[src/rtl/divider_if.sv]
// Operand/result bundle for the fixed-point divider.
// Handshake: a request is accepted on a rising edge where trigger=1 and ready=1;
// done pulses for one cycle when y, r and the flags are valid, and they hold until the next result.
interface divider_if #(
  parameter int C_WIDTH = 32
);
  logic [C_WIDTH-1:0] a;
  logic [C_WIDTH-1:0] b;
  logic               signed_cal;
  logic               trigger;
  logic               ready;
  logic               done;
  logic [C_WIDTH-1:0] y;
  logic [C_WIDTH-1:0] r;
  logic               div_by_zero;
  logic               overflow;
  logic [1:0]         dbg_state;

  modport master (
    output a, b, signed_cal, trigger,
    input  ready, done, y, r, div_by_zero, overflow, dbg_state
  );

  modport slave (
    input  a, b, signed_cal, trigger,
    output ready, done, y, r, div_by_zero, overflow, dbg_state
  );
endinterface

[src/rtl/divider.sv]
// Multi-cycle fixed-point divider: y = (a << FIXED_POINT) / b with remainder r,
// restoring shift-subtract on magnitudes, saturating quotient.
module divider #(
  parameter int C_WIDTH     = 32,
  parameter int FIXED_POINT = 8,
  parameter int USE_CLA     = 1
) (
  input  logic     ctl_clk,
  input  logic     reset,
  divider_if.slave bus
);
  localparam int N  = C_WIDTH + FIXED_POINT;
  localparam int CW = $clog2(N + 1);
  localparam logic [CW-1:0]      N_CNT = CW'(N);
  localparam logic [C_WIDTH-1:0] ONES  = '1;
  localparam logic [C_WIDTH-1:0] SMIN  = {1'b1, {(C_WIDTH-1){1'b0}}};
  localparam logic [C_WIDTH-1:0] SMAX  = {1'b0, {(C_WIDTH-1){1'b1}}};

  typedef enum logic [1:0] {IDLE, CALC, FIX, DONE} state_t;

  state_t             state_q, state_d;
  logic [CW-1:0]      cnt_q, cnt_d;
  logic [N-1:0]       dvd_q, dvd_d;
  logic [N-1:0]       quo_q, quo_d;
  logic [C_WIDTH:0]   p_q, p_d;
  logic [C_WIDTH-1:0] amag_q, amag_d, bmag_q, bmag_d;
  logic               sgn_q, sgn_d, qsign_q, qsign_d, rsign_q, rsign_d, bzero_q, bzero_d;
  logic [C_WIDTH-1:0] y_q, y_d, r_q, r_d;
  logic               dbz_q, dbz_d, ovf_q, ovf_d;

  // Trial subtraction: p_sh - |b| as p_sh + ~|b| + 1; no borrow when carry-out is 1.
  logic [C_WIDTH:0]   p_sh, b_inv, diff;
  logic               cout;
  logic               p_msb_unused;

  assign p_sh  = {p_q[C_WIDTH-1:0], dvd_q[N-1]};
  assign b_inv = ~{1'b0, bmag_q};
  // P is always below |b| between iterations, so its top bit never feeds the next shift.
  assign p_msb_unused = p_q[C_WIDTH];

  generate
    if (USE_CLA != 0) begin : g_cla
      assign {cout, diff} = {1'b0, p_sh} + {1'b0, b_inv} + {{(C_WIDTH+1){1'b0}}, 1'b1};
    end else begin : g_rca
      logic [C_WIDTH+1:0] c;
      always_comb begin
        c    = '0;
        c[0] = 1'b1;
        diff = '0;
        for (int i = 0; i <= C_WIDTH; i++) begin
          diff[i]  = p_sh[i] ^ b_inv[i] ^ c[i];
          c[i+1]   = (p_sh[i] & b_inv[i]) | (c[i] & (p_sh[i] ^ b_inv[i]));
        end
      end
      assign cout = c[C_WIDTH+1];
    end
  endgenerate

  logic [C_WIDTH-1:0] q_lo, rem, y_fix, r_fix;
  logic               q_hi, ovf_fix;

  always_comb begin
    q_lo    = quo_q[C_WIDTH-1:0];
    q_hi    = |quo_q[N-1:C_WIDTH];
    rem     = p_q[C_WIDTH-1:0];
    y_fix   = q_lo;
    ovf_fix = 1'b0;
    r_fix   = rsign_q ? -rem : rem;
    if (bzero_q) begin
      // rsign_q with the latched magnitude rebuilds the original a.
      r_fix = rsign_q ? -amag_q : amag_q;
      y_fix = !sgn_q ? ONES : (rsign_q ? SMIN : SMAX);
    end else if (!sgn_q) begin
      if (q_hi) begin
        ovf_fix = 1'b1;
        y_fix   = ONES;
      end
    end else if (q_hi || (q_lo > SMIN) || ((q_lo == SMIN) && !qsign_q)) begin
      ovf_fix = 1'b1;
      y_fix   = qsign_q ? SMIN : SMAX;
    end else if (qsign_q) begin
      y_fix = -q_lo;
    end
  end

  always_comb begin
    state_d = state_q;
    cnt_d   = cnt_q;
    dvd_d   = dvd_q;
    quo_d   = quo_q;
    p_d     = p_q;
    amag_d  = amag_q;
    bmag_d  = bmag_q;
    sgn_d   = sgn_q;
    qsign_d = qsign_q;
    rsign_d = rsign_q;
    bzero_d = bzero_q;
    y_d     = y_q;
    r_d     = r_q;
    dbz_d   = dbz_q;
    ovf_d   = ovf_q;
    case (state_q)
      IDLE: begin
        if (bus.trigger) begin
          amag_d  = (bus.signed_cal && bus.a[C_WIDTH-1]) ? -bus.a : bus.a;
          bmag_d  = (bus.signed_cal && bus.b[C_WIDTH-1]) ? -bus.b : bus.b;
          sgn_d   = bus.signed_cal;
          qsign_d = (bus.a[C_WIDTH-1] ^ bus.b[C_WIDTH-1]) & bus.signed_cal;
          rsign_d = bus.a[C_WIDTH-1] & bus.signed_cal;
          bzero_d = (bus.b == '0);
          dvd_d   = {amag_d, {FIXED_POINT{1'b0}}};
          quo_d   = '0;
          p_d     = '0;
          cnt_d   = '0;
          state_d = CALC;
        end
      end
      CALC: begin
        // The cycle after the last iteration hands over to FIX.
        if (cnt_q == N_CNT) begin
          state_d = FIX;
        end else begin
          dvd_d = {dvd_q[N-2:0], 1'b0};
          quo_d = {quo_q[N-2:0], cout};
          p_d   = cout ? diff : p_sh;
          cnt_d = cnt_q + CW'(1);
        end
      end
      FIX: begin
        y_d     = y_fix;
        r_d     = r_fix;
        dbz_d   = bzero_q;
        ovf_d   = ovf_fix;
        state_d = DONE;
      end
      DONE:    state_d = IDLE;
      default: state_d = IDLE;
    endcase
  end

  always_ff @(posedge ctl_clk or posedge reset) begin
    if (reset) begin
      state_q <= IDLE;
      cnt_q   <= '0;
      dvd_q   <= '0;
      quo_q   <= '0;
      p_q     <= '0;
      amag_q  <= '0;
      bmag_q  <= '0;
      sgn_q   <= 1'b0;
      qsign_q <= 1'b0;
      rsign_q <= 1'b0;
      bzero_q <= 1'b0;
      y_q     <= '0;
      r_q     <= '0;
      dbz_q   <= 1'b0;
      ovf_q   <= 1'b0;
    end else begin
      state_q <= state_d;
      cnt_q   <= cnt_d;
      dvd_q   <= dvd_d;
      quo_q   <= quo_d;
      p_q     <= p_d;
      amag_q  <= amag_d;
      bmag_q  <= bmag_d;
      sgn_q   <= sgn_d;
      qsign_q <= qsign_d;
      rsign_q <= rsign_d;
      bzero_q <= bzero_d;
      y_q     <= y_d;
      r_q     <= r_d;
      dbz_q   <= dbz_d;
      ovf_q   <= ovf_d;
    end
  end

  assign bus.ready       = (state_q == IDLE);
  assign bus.done        = (state_q == DONE);
  assign bus.y           = y_q;
  assign bus.r           = r_q;
  assign bus.div_by_zero = dbz_q;
  assign bus.overflow    = ovf_q;
  assign bus.dbg_state   = state_q;
endmodule

[src/flat_wrapper.sv]
// flat-port wrapper written by rule: the top's interface ports become plain ports
module divider_flat 
#(
  parameter int C_WIDTH     = 32,
  parameter int FIXED_POINT = 8,
  parameter int USE_CLA     = 1
)
  (ctl_clk, reset, bus_a, bus_b, bus_signed_cal, bus_trigger, bus_ready, bus_done, bus_y, bus_r, bus_div_by_zero, bus_overflow, bus_dbg_state);
  divider_if #(.C_WIDTH(C_WIDTH)) bus_i ();
  input  logic ctl_clk;
  input  logic reset;
  input wire logic [$bits(bus_i.a)-1:0] bus_a;
  input wire logic [$bits(bus_i.b)-1:0] bus_b;
  input wire logic [$bits(bus_i.signed_cal)-1:0] bus_signed_cal;
  input wire logic [$bits(bus_i.trigger)-1:0] bus_trigger;
  output wire logic [$bits(bus_i.ready)-1:0] bus_ready;
  output wire logic [$bits(bus_i.done)-1:0] bus_done;
  output wire logic [$bits(bus_i.y)-1:0] bus_y;
  output wire logic [$bits(bus_i.r)-1:0] bus_r;
  output wire logic [$bits(bus_i.div_by_zero)-1:0] bus_div_by_zero;
  output wire logic [$bits(bus_i.overflow)-1:0] bus_overflow;
  output wire logic [$bits(bus_i.dbg_state)-1:0] bus_dbg_state;
  assign bus_i.a = bus_a;
  assign bus_i.b = bus_b;
  assign bus_i.signed_cal = bus_signed_cal;
  assign bus_i.trigger = bus_trigger;
  assign bus_ready = bus_i.ready;
  assign bus_done = bus_i.done;
  assign bus_y = bus_i.y;
  assign bus_r = bus_i.r;
  assign bus_div_by_zero = bus_i.div_by_zero;
  assign bus_overflow = bus_i.overflow;
  assign bus_dbg_state = bus_i.dbg_state;
  divider #(.C_WIDTH(C_WIDTH), .FIXED_POINT(FIXED_POINT), .USE_CLA(USE_CLA)) u_core (.ctl_clk(ctl_clk), .reset(reset), .bus(bus_i));
endmodule
[config.mk]
export PLATFORM = sky130hd
export DESIGN_NAME = divider_flat
export DESIGN_NICKNAME = d
export VERILOG_FILES = /design/src/rtl/divider_if.sv /design/src/rtl/divider.sv /design/src/flat_wrapper.sv
export SDC_FILE = /design/constraint.sdc
export NUM_CORES = 1
export LEC_CHECK = 0
export ABC_AREA = 1
export CORE_ASPECT_RATIO = 1.25
export CORE_MARGIN = 2
export CORE_UTILIZATION = 50
export CTS_BUF_LIST = sky130_fd_sc_hd__clkbuf_16
export DETAILED_ROUTE_END_ITERATION = 7
export HOLD_SLACK_MARGIN = 0.06
export PLACE_DENSITY = 0.74
export SLEW_MARGIN = 10
export SYNTH_ARGS = -nofsm -noshare
export SYNTH_HDL_FRONTEND = slang
export SYNTH_SLANG_ARGS = --single-unit
[constraint.sdc]
create_clock -name ctl_clk -period 10.3 [get_ports ctl_clk]
set_input_delay 1.03 -clock ctl_clk [delete_from_list [all_inputs] [get_ports ctl_clk]]
set_output_delay 1.03 -clock ctl_clk [all_outputs]
set_load 0.005 [all_outputs]
Word level (Yosys, flattened, before mapping)
Index checks and enable logic that the tools add are counted.
Widths: inputs -> output; s select.

word-level totals
  output and inout bits = 70
  input port bits = 68
  logic and storage cells = 82
  register bits = 254

operators by class
  equal/unequal tests = 8
  bitwise operators = 4
  reductions and logical operators = 13
  add/sub/neg operators = 8
  multiplexer cells = 33
  $lt $le $gt $ge = 1

operators by type and width
  kind                   number
  $mux 32                16
  $mux 40                4
  $neg 32->32            5
  $pmux 40 s2            2
  $pmux 32 s2            1
  $add 33x33->34         1
  $add 34x1->34 const B  1
  $not 32->33            1
  $eq 32x32->1 const B   1
  $gt 32x32->1 const B   1
  $logic_not 32->1       1
  $mux 6                 2
  $pmux 6 s2             1
  $pmux 2 s4             1
  $reduce_or 8->1        1
  $add 6x1->6 const B    1
  $eq 6x6->1 const B     1
  $eq 2x2->1 const B     2
  $mux 1                 4
  $mux 2                 2
  $ne 2x2->1 const B     2
  $reduce_and 2->1       2
  $logic_and 1x1->1      3
  $reduce_and 3->1       1
  8 further kinds        10

Depth between registers and ports, before layout
Gate-level depths: netlist of run 1.

  word-level depth = 6
  gate-level depth with buffers = 16

Worst setup path after synthesis of run 1
Ideal clock, no wire load.

  kind = input-to-reg
  from = input bus_b[1]
  to = register u_core.bmag_q[18]
  slack = 7.965 ns
  data arrival time = 2.205 ns
  buffers on the path = 0
  library setup time = 0.130 ns
  stages on the path = 11
  cells stage by stage = inv_1 > ha_1 > nand3_1 > nor2_4 > nand2_1 > nor3_2 > nand3_1 > nand2_1 > nand2_1 > nand3_1 > o21ai_0

on the way
  cells in the longest elaborated chain, start to end = 2

RTL lines
  element               line                source
  start, declared       flat_wrapper.sv:13  input wire logic [$bits(bus_i.b)-1:0] bus_b;
  $neg 32->32           divider.sv:106      bmag_d = (bus.signed_cal && bus.b[C_WIDTH-1]) ? -bus.b : bus.b;
  $mux 32               divider.sv:106
  end signal, assigned  divider.sv:165      bmag_q <= bmag_d;
  end, declared         divider.sv:26       logic [C_WIDTH-1:0] amag_q, amag_d, bmag_q, bmag_d;

Every way passes these cells.
A chain may end at the register's enable or synchronous reset.

Worst setup path in the final report of run 1
  from = input bus_trigger
  to = register u_core.cnt_q[5]

on the way
  cells in the longest elaborated chain, start to end = 2

RTL lines
  element                     line                source
  start, declared             flat_wrapper.sv:15  input wire logic [$bits(bus_i.trigger)-1:0] bus_trigger;
  $ne 2x2->1 (no line)        n/a
  $reduce_and 3->1 (no line)  n/a
  end signal, assigned        divider.sv:160      cnt_q <= cnt_d;
  end, declared               divider.sv:22       logic [CW-1:0] cnt_q, cnt_d;

Every way passes these cells.

==> results of run 1 <==
-- per-stage QoR --
step	instance area, um^2	cells	setup WS [ns]	total power [mW]	util
global route	20910	3479	6.004	7.218	0.5774
detailed placement	19940	3428	5.719	5.541	0.5507
floorplan	18340	2902	2.512	4.338	-
global placement	19940	3428	5.857	5.466	0.5507
CTS	20910	3479	6.334	6.629	0.5774
finish	20910	3479	6.237	6.642	0.5774
-- path summary, 6_finish.rpt --
kind                                                startpoint                            to  slack, ns  cells past startpoint
setup / recovery                                   bus_trigger   u_core.cnt_q[5]$_DFFE_PP0P_       6.24                     10
hold / removal                    u_core.bus.r[17]$_DFFE_PP0P_  u_core.bus.r[17]$_DFFE_PP0P_       0.48                      2
setup reg to reg           u_core.bus.dbg_state[0]$_DFFE_PP0P_   u_core.cnt_q[5]$_DFFE_PP0P_       6.38                     11
hold reg to reg                   u_core.bus.r[17]$_DFFE_PP0P_  u_core.bus.r[17]$_DFFE_PP0P_       0.48                      2
max in group asynchronous                                reset    u_core.p_q[19]$_DFFE_PP0P_       7.86                      3
min in group asynchronous                                reset   u_core.bus.y[5]$_DFFE_PP0P_       0.97                      2
-- worst register-to-register path, stage by stage (launching register included) --
cell and delay (ns):
dfrtp_1 0.42, inv_1 0.11, ha_1 0.23, nand2_1 0.08, buf_4 0.27, nor2_1 0.62, inv_1 0.30, nand2_2 0.43
buf_4 0.70, nand4_1 0.31, nor3b_1 0.27, nor2_1 0.07
-- layout by cell type (no fill, tap or decap), types with 6 or more instances in the layout --
cell type / n
nor2_1: 277
o211ai_1: 24
a21oi_1: 106
inv_2: 8
nor2_2: 14
buf_4: 15
nand3_1: 297
a31oi_1: 20
inv_1: 383
nor3_1: 20
o22ai_1: 10
nand4_1: 37
clkbuf_16: 28
dfrtp_1: 245
nand3b_1: 11
xor2_1: 56
nand2_2: 6
clkdlybuf4s50_1: 137
xnor2_1: 17
o21ai_1: 12
ha_1: 42
o21ai_0: 189
and2_1: 6
nand2_1: 973
-- flip-flops by register name, summed over array words and instances (netlist names), 2 cells and up --
signal and flops:
u_core.quo_q 40, u_core.amag_q 32, u_core.bmag_q 32, u_core.bus.r 32, u_core.bus.y 32, u_core.dvd_q 32
u_core.p_q 32, u_core.cnt_q 6, u_core.bus.dbg_state 2
-- metal layers --
| metal | share of wire | vias to the layer above | wire [um] | GRT usage |
|---|---|---|---|---|
| li1 | - | 9385 | - | - |
| met1 | 0.39 | 8786 | 23440 | 0.3606 |
| met2 | 0.50 | 557 | 30280 | 0.5593 |
| met3 | 0.038 | 168 | 2268 | 0.02610 |
| met4 | 0.068 | 0 | 4078 | 0.1886 |
| met5 | 0 | - | 0 | 0 |
-- power by group through the flow --
stage               logic, mW  clock network, mW  registers (mW)
global route             4.37               1.11            1.73
detailed placement       3.84                  0            1.70
global placement         3.77                  0            1.69
floorplan                2.77                  0            1.57
finish                   3.89               1.06            1.70
CTS                      3.87               1.08            1.69
-- cells by family after synthesis --
group	Yosys count	share of synthesized area
compound gates	380	0.1119
xor+xnor	73	0.03486
fa+ha+maj	44	0.03043
buf+inv	496	0.1072
flops	246	0.3357
simple gates	1663	0.3800
-- final cells by class --
class / instances / area, um^2
fill: 3585 / 15300
clock inverter: 23 / 267.8
tap: 480 / 600.6
clock buffer: 28 / 700.7
sequential: 246 / 6157
timing repair buffer: 152 / 1484
inverter: 390 / 1471
multi-input combinational: 2160 / 10220
==> metrics, run 1 <==
status=completed; most numerous cell in the Yosys netlist=nand2_1; clk sinks=246; Post-synth EDFFs=0; sequential share of the synthesized area=0.3357; Final HPWL DP=46300 um; Max Freq=246.1 MHz; overall global routing resource usage=0.3118; Switching Share=0.5042; GRT overflow=0; Synth top cells by count=nand2_1, inv_1, nand3_1, nor2_1, dfrtp_1; Power Density=between 300 and 400 nW/um^2; core area=roughly 36000 um^2; drt via density=about 5.4; Gate power share=0.585; final worst-path cycle share=0.3945; CP max FO=86; diodes inserted=0; largest net degree at the start of global routing=109; Clock Pin Slew Worst Setup and Hold Paths=0.07 ns; Syn Std Cell Area=18340 um^2; die width=~180 um; worst skew pair latency=slightly below 0.6 ns; DRT antenna net count=0; Pint=3.293 mW; num ports=138; CTS root buf=clkbuf_16; Longest Clk Path Bufs=3; Hold Slack=0.4776 ns; Area Growth Syn to Fin=14.00%; CP Data Arrival Time=4.53 ns; crit start category=input port; H-tree depth=1; Worst Skew=0.03457 ns; post-synthesis register bit count=246; post-synthesis cell type count=48; Die Height=218.1 um; slowest CP cell=buf_4; HP Class=reg2reg; IO buf count=137; Final Hold Viols=0; CP bufs+invs=4; area leader, netlist=dfrtp_1; Final setup violation count=0; Max-cap violations=0; Final TNS setup=0 ns; Synth Area per Inst=6.319 um^2; CP endpoint kind=register; Hold Buf Count CTS=0; FFs w/ async S/R, synth=1.000; layout cells sized above 1=0.03735; Worst EP required=roughly 11 ns; Post-CTS Resized=0; crit-path cells=clkdlybuf4s50_1 > nand2_1 > buf_4 > nor2_1 > inv_1 > nand2_2 > buf_4 > nand4_1 > nor3b_1 > nor2_1; Worst path top cell family by delay=buffers and inverters; drt wl/cell=17.27 um; Worst Max-Slew Pin Slew=1.115 ns; clock power share=0.159; RSZ-0062 raised after global routing=no; share of the synthesized area in the top cell type=0.3357; Initial Utilization=0.5065; Slew Limit Fails=0; P_sw=between 3 and 4 mW; slowest stage delay, CP=0.69 ns; Starting DRT DRC Count=1349; Die ar.=38240 um^2; Crit Path Class=in2reg; CTS buffer count=28; routed vias=roughly 19000; drt pass-1 iters=5; main flop type after synthesis=dfrtp_1; initial antenna violation count=0; Period minus WS final=4.063 ns; leakage=10.73 nW; Worst VDD drop=0.1626 mV; Total Wirelength=60070 um; first-pass GRT wire length=between 90000 and 100000 um; Rel. slew slack=0.2560; TritonCTS clock tree=yes; vias in the first global route=roughly 18000; setup bufs post-CTS=0; row count=78; Cells after Synth=2902; Flop pwr share=0.256; DRC=0; Routability Congestion=0.9941; top post-synthesis cells by area=dfrtp_1, nand2_1, nand3_1, inv_1, nor2_1; yosys warns=0; Final #Nets=just over 3000; Syn Nets=3014
(Power assumes the default switching activity.)
==> run 2: changes to the inputs <==
clock period = 4.1 ns   (was 10.3 ns; I/O delays follow)
==> run 2 against run 1 <==
Net effect:
- hold slack worse by 0.21 ns
- register-to-register slack lost 5.3 ns
- sequential power rose to 2.5 times the previous value
- largest cell class unchanged
==> metrics, run 2 (synthesis gave the netlist of run 1 again) <==
Die ar.=38240 um^2 (unchanged); Starting DRT DRC Count=1364 (+1.1%); Worst Skew=0.02260 ns (-0.01197 ns); DRC=0 (unchanged); Switching Share=0.5064 (+0.002142); crit start category=register; setup bufs post-CTS=0 (unchanged); Crit. Startpoint=u_core.bus.dbg_state[0]$_DFFE_PP0P_; Area Growth Syn to Fin=14.03% (about the same); CP max FO=105 (+22%); RSZ-0062 raised after global routing=no; layout cells sized above 1=0.03827 (+0.0009238); R2R depth=10 (-1); commonest non-fill, non-tap cell in the layout=nand2_1; Worst Max-Slew Pin Slew=1.056 ns (-0.05835 ns); Final HPWL DP=47130 um (+1.8%); Initial Utilization=0.5065 (unchanged); Biggest register=u_core.quo_q; Flop pwr share=0.258 (+0.002); CTS buffer count=27 (-3.6%); max reg flops=40 (unchanged); H-tree depth=1 (unchanged); Final setup violation count=0 (unchanged); num ports=138 (unchanged); final worst-path cycle share=0.7272; largest net degree at the start of global routing=106 (-2.8%); leakage=10.75 nW (+0.14%); overall global routing resource usage=0.3164 (+0.004639); Max Freq=335.4 MHz; pre-CTS WS=1.094 ns (-4.625 ns); drt wl/cell=17.31 um (+0.24%); reg-to-reg endpoint=u_core.cnt_q[5]$_DFFE_PP0P_; commonest non-fill, non-tap cells in the layout=nand2_1, inv_1, nand3_1, nor2_1, dfrtp_1; Slew Limit Fails=0 (unchanged); routed vias=18900 (+0.037%); CTS root buf=clkbuf_16; Final #Nets=3097 (+0.23%); Gate power share=0.595 (+0.010); Max-cap violations=0 (unchanged); IO buf count=137 (unchanged); Final Hold Viols=0 (unchanged); Hold Buf Count CTS=0 (unchanged); die width=175.3 um (unchanged); diodes inserted=0 (unchanged); Die Height=218.1 um (unchanged); Worst EP required=4.58 ns (-6.19 ns); CP endpoint=u_core.cnt_q[5]$_DFFE_PP0P_; drt via density=5.424 (-0.14%); clk sinks=246 (unchanged); Worst VDD drop=0.4532 mV (+180%); Power Density=788.2 nW/um^2 (+150%); status=completed; drt pass-1 iters=7 (+2); worst skew pair latency=0.57 ns (about the same); Crit Path Class=reg2reg; Post-CTS Resized=0 (unchanged); TritonCTS clock tree=yes; core area=36210 um^2 (unchanged); initial antenna violation count=0 (unchanged); Longest Clk Path Bufs=3 (unchanged); r2r startpoint=u_core.bus.dbg_state[0]$_DFFE_PP0P_; flop2flop setup slack=1.12 ns (-5.26 ns); final worst-path setup slack=1.118 ns (-5.118 ns); Routability Congestion=0.9689 (-2.5%); Pint=8.137 mW (+150%); Final TNS setup=0 ns (unchanged); CP Data Arrival Time=3.46 ns (-1.07 ns); CP endpoint kind=register; P_sw=8.347 mW (+150%); row count=78 (unchanged); Period minus WS final=2.982 ns; clock power share=0.147 (-0.012); vias in the first global route=18260 (+3.2%); first-pass GRT wire length=96330 um (+2.0%); HP Class=in2async; Total Wirelength=60320 um (+0.41%); Clock Pin Slew Worst Setup and Hold Paths=0.06 ns (about the same); DRT antenna net count=0 (unchanged); GRT overflow=0 (unchanged); Rel. slew slack=0.2949 (+0.03896)
-- run 2: cell types whose count changed in the layout (fill, tap and decap cells not counted), sizes merged --
cell,previous run,this run
bufinv,5,3
inv,393,395
buf,15,23
clkbuf,28,27
clkinvlp,3,2
-- run 2: area by class of cell --
| class | instances | area [um^2] |
|---|---|---|
| Timing Repair Buffer | 160 | 1594 |
| Fill cell | 3637 | 15290 |
| Sequential cell | 246 | 6157 |
| Clock buffer | 27 | 675.6 |
| Tap cell | 480 | 600.6 |
| Clock inverter | 22 | 192.7 |
| Inverter | 390 | 1468 |
| Multi-Input combinational cell | 2160 | 10220 |
-- run 2: worst min path at each step --
| stage | start | to | slack, ns | cells past startpoint |
|---|---|---|---|---|
| 2_1_floorplan | u_core.dvd_q[10]$_DFFE_PP0P_ | u_core.dvd_q[10]$_DFFE_PP0P_ | 0.45 | 2 |
| 3_3_place_gp | u_core.dvd_q[10]$_DFFE_PP0P_ | u_core.dvd_q[10]$_DFFE_PP0P_ | 0.46 | 2 |
| 3_5_place_dp | u_core.dvd_q[20]$_DFFE_PP0P_ | u_core.dvd_q[20]$_DFFE_PP0P_ | 0.47 | 2 |
| 4_1_cts | reset | u_core.quo_q[4]$_DFFE_PP0P_ | 0.27 | 2 |
| 5_1_grt | reset | u_core.quo_q[4]$_DFFE_PP0P_ | 0.31 | 2 |
| 6_report | reset | u_core.quo_q[4]$_DFFE_PP0P_ | 0.26 | 2 |
-- run 2: critical path: stages, from the launching register on --
cell,delay [ns]
dfrtp_1,0.40
inv_1,0.10
ha_1,0.26
nand2_1,0.11
nand3_1,0.36
nand2_2,0.19
buf_4,0.74
nand4_1,0.30
nor2_1,0.19
o21ai_0,0.09
nor2_1,0.14
-- run 2: metal layers --
| layer | GRT usage | routed length (um) | up-vias |
|---|---|---|---|
| met4 | 0.2214 | 4822 | 0 |
| li1 | - | - | 9392 |
| met5 | 0 | 0 | - |
| met2 | 0.5579 | 29810 | 641 |
| met3 | 0.02958 | 2901 | 181 |
| met1 | 0.3603 | 22780 | 8689 |
-- run 2: power by group through the flow --
| stage | clock network, mW | registers [mW] | logic, mW |
|---|---|---|---|
| floorplan | 0 | 3.95 | 6.95 |
| global placement | 0 | 4.25 | 9.55 |
| detailed placement | 0 | 4.27 | 9.71 |
| CTS | 2.47 | 4.24 | 9.77 |
| global route | 2.57 | 4.34 | 11.1 |
| finish | 2.43 | 4.25 | 9.80 |
-- run 2: through the flow --
| stage | total power [mW] | std cells | hold WS, ns | util | cell area, um^2 |
|---|---|---|---|---|---|
| after detailed placement | 13.98 | 3436 | 0.4662 | 0.5536 | 20040 |
| final | 16.48 | 3485 | 0.2638 | 0.5776 | 20910 |
| after floorplan | 10.90 | 2902 | 0.4478 | - | 18340 |
| after CTS | 16.47 | 3485 | 0.2734 | 0.5776 | 20910 |
| after global routing | 18.02 | 3485 | 0.3089 | 0.5776 | 20910 |
| after global placement | 13.80 | 3436 | 0.4628 | 0.5536 | 20040 |
==> run 3: changes to the inputs <==
clock period = 2.8 ns   (was 4.1 ns; I/O delays follow)
==> run 3 against run 2 <==
Net effect:
- global-route usage rose by 2.5 points
- clock skew fell by 0.0044 ns
- first-iteration DRC count rose by 16%
- critical path type unchanged
==> metrics, run 3 (synthesis gave the netlist of run 1 again) <==
status=completed; Final setup violation count=0 (unchanged); HP Class=in2async; Total Wirelength=65100 um (+7.9%); Biggest register=u_core.quo_q; Area Growth Syn to Fin=15.86%; crit start category=register; Pint=12.41 mW (+52%); row count=78 (unchanged); Die Height=218.1 um (unchanged); Gate power share=0.597 (+0.002); first-pass GRT wire length=102200 um (+6.1%); max reg flops=40 (unchanged); GRT overflow=0 (unchanged); Final TNS setup=0 ns (unchanged); Reg area=6157 um^2 (unchanged); setup bufs post-CTS=0 (unchanged); initial antenna violation count=0 (unchanged); DRC=0 (unchanged); final worst-path cycle share=0.9113 (+0.1840); Rel. slew slack=0.4909 (+0.1960); leakage=10.90 nW (+1.5%); Switching Share=0.5076 (+0.001219); drt pass-1 iters=6 (-1); TritonCTS clock tree=yes; layout cells sized above 1=0.04683 (+0.008564); num ports=138 (unchanged); commonest non-fill, non-tap cell in the layout=nand2_1; vias in the first global route=18900 (+3.5%); commonest non-fill, non-tap cells in the layout=nand2_1, inv_1, nand3_1, nor2_1, dfrtp_1; P_sw=12.79 mW (+53%); Flop pwr share=0.247 (-0.011); DRT antenna net count=0 (unchanged); diodes inserted=0 (unchanged); H-tree depth=1 (unchanged); Tot Pwr=25.20 mW (+53%); Power Density=1186 nW/um^2 (+50%); RSZ-0062 raised after global routing=no; largest net degree at the start of global routing=122 (+15%); multi-input combinational cell area=10220 um^2 (unchanged); CP max FO=23 (-78%); IO buf count=137 (unchanged); die width=175.3 um (unchanged); Period minus WS final=2.552 ns (-0.4301 ns); core area=36210 um^2 (unchanged); Crit Path Class=reg2reg; placed cell areas=20270 um^2 (+1.1%); Post-Layout Inst Area=21250 um^2 (+1.6%); Clock Pin Slew Worst Setup and Hold Paths=0.06 ns (about the same); CP Data Arrival Time=3.01 ns (-0.45 ns); Worst VDD drop=0.8601 mV (+90%); Final #Nets=3121 (+0.77%); Worst EP required=3.26 ns (-1.32 ns); CTS root buf=clkbuf_16; clk sinks=246 (unchanged); CTS buffer count=29 (+7.4%); Worst Skew=0.01817 ns (-0.004427 ns); drt via density=5.481 (+1.0%); Max Freq=391.9 MHz (+17%); clock power share=0.156 (+0.009); final worst-path setup slack=0.2484 ns (-0.8699 ns); Starting DRT DRC Count=1584 (+16%); CP endpoint kind=register; pre-CTS WS=0.06672 ns (-1.027 ns); Fill cells=3626 (-0.30%); Worst Max-Slew Pin Slew=0.7636 ns (-0.2929 ns); Longest Clk Path Bufs=3 (unchanged); Max-cap violations=0 (unchanged); Slew Limit Fails=0 (unchanged); routed vias=19250 (+1.8%); drt wl/cell=18.54 um (+7.1%); Final Hold Viols=0 (unchanged); Initial Utilization=0.5065 (unchanged); overall global routing resource usage=0.3411 (+0.02465); Final HPWL DP=50730 um (+7.6%); Hold Buf Count CTS=0 (unchanged); post-layout util=0.5868 (+0.009261); Routability Congestion=0.9626 (-0.65%); Die ar.=38240 um^2 (unchanged); Post-CTS Resized=0 (unchanged); worst skew pair latency=0.58 ns (about the same)
run 3: cell types whose count changed in the layout (fill, tap and decap cells not counted), sizes merged:
cell | before | now
buf | 23 | 45
inv | 395 | 391
clkinv | 12 | 15
clkinvlp | 2 | 5
clkbuf | 27 | 29
bufinv | 3 | 4
run 3: area by class of cell:
| type | count | area share |
|---|---|---|
| Clock buffer | 29 | 0.03415 |
| Inverter | 390 | 0.06907 |
| Timing Repair Buffer | 182 | 0.08574 |
| Clock inverter | 25 | 0.01178 |
| Tap cell | 480 | 0.02827 |
| Sequential cell | 246 | 0.2898 |
| Multi-Input combinational cell | 2160 | 0.4812 |
run 3: power groups by stage:
stage          combinational [mW]  clock, mW  sequential, mW
6_report                     15.1       3.92            6.22
5_1_grt                      16.8       4.12            6.35
4_1_cts                      14.9       3.99            6.19
3_5_place_dp                 14.8          0            6.24
3_3_place_gp                 14.7          0            6.21
2_1_floorplan                10.2          0            5.78
run 3: per-stage QoR:
stage          hold WS, ns  cells
2_1_floorplan       0.4177   2902
3_3_place_gp        0.4630   3458
3_5_place_dp        0.4640   3458
4_1_cts             0.1931   3512
5_1_grt             0.2494   3512
6_report            0.1936   3512
run 3: worst max-delay path: stages (launching register included):
cell     delay, ns
dfrtp_1       0.48
ha_1          0.44
nand2_1       0.19
nor2_1        0.27
nand2_1       0.22
nor2_2        0.20
nand2_4       0.07
nand2_4       0.15
buf_12        0.18
nand2_1       0.06
nand3_1       0.11
nand2_1       0.06
run 3: final timing paths:
path                                                    from                            end  slack (ns)  depth (start not counted)
max in group asynchronous                              reset  u_core.bmag_q[29]$_DFFE_PP0P_        1.87                          3
worst min register to register  u_core.bus.r[13]$_DFFE_PP0P_   u_core.bus.r[13]$_DFFE_PP0P_        0.48                          2
worst max-delay path              u_core.p_q[20]$_DFFE_PP0P_      u_core.p_q[0]$_DFFE_PP0P_        0.25                         11
worst min-delay path                                   reset    u_core.quo_q[5]$_DFFE_PP0P_        0.19                          3
min in group ctl_clk                                bus_a[0]    u_core.dvd_q[8]$_DFFE_PP0P_        0.36                          3
worst max register to register    u_core.p_q[20]$_DFFE_PP0P_      u_core.p_q[0]$_DFFE_PP0P_        0.25                         11
run 3: routing by layer:
metal	part of all wire	GRT usage	routed length, um	vias up
li1	-	-	-	9435
met1	0.37	0.3743	24020	8951
met2	0.50	0.6155	32660	657
met3	0.045	0.02905	2915	206
met4	0.085	0.2483	5506	0
met5	0	0	0	-
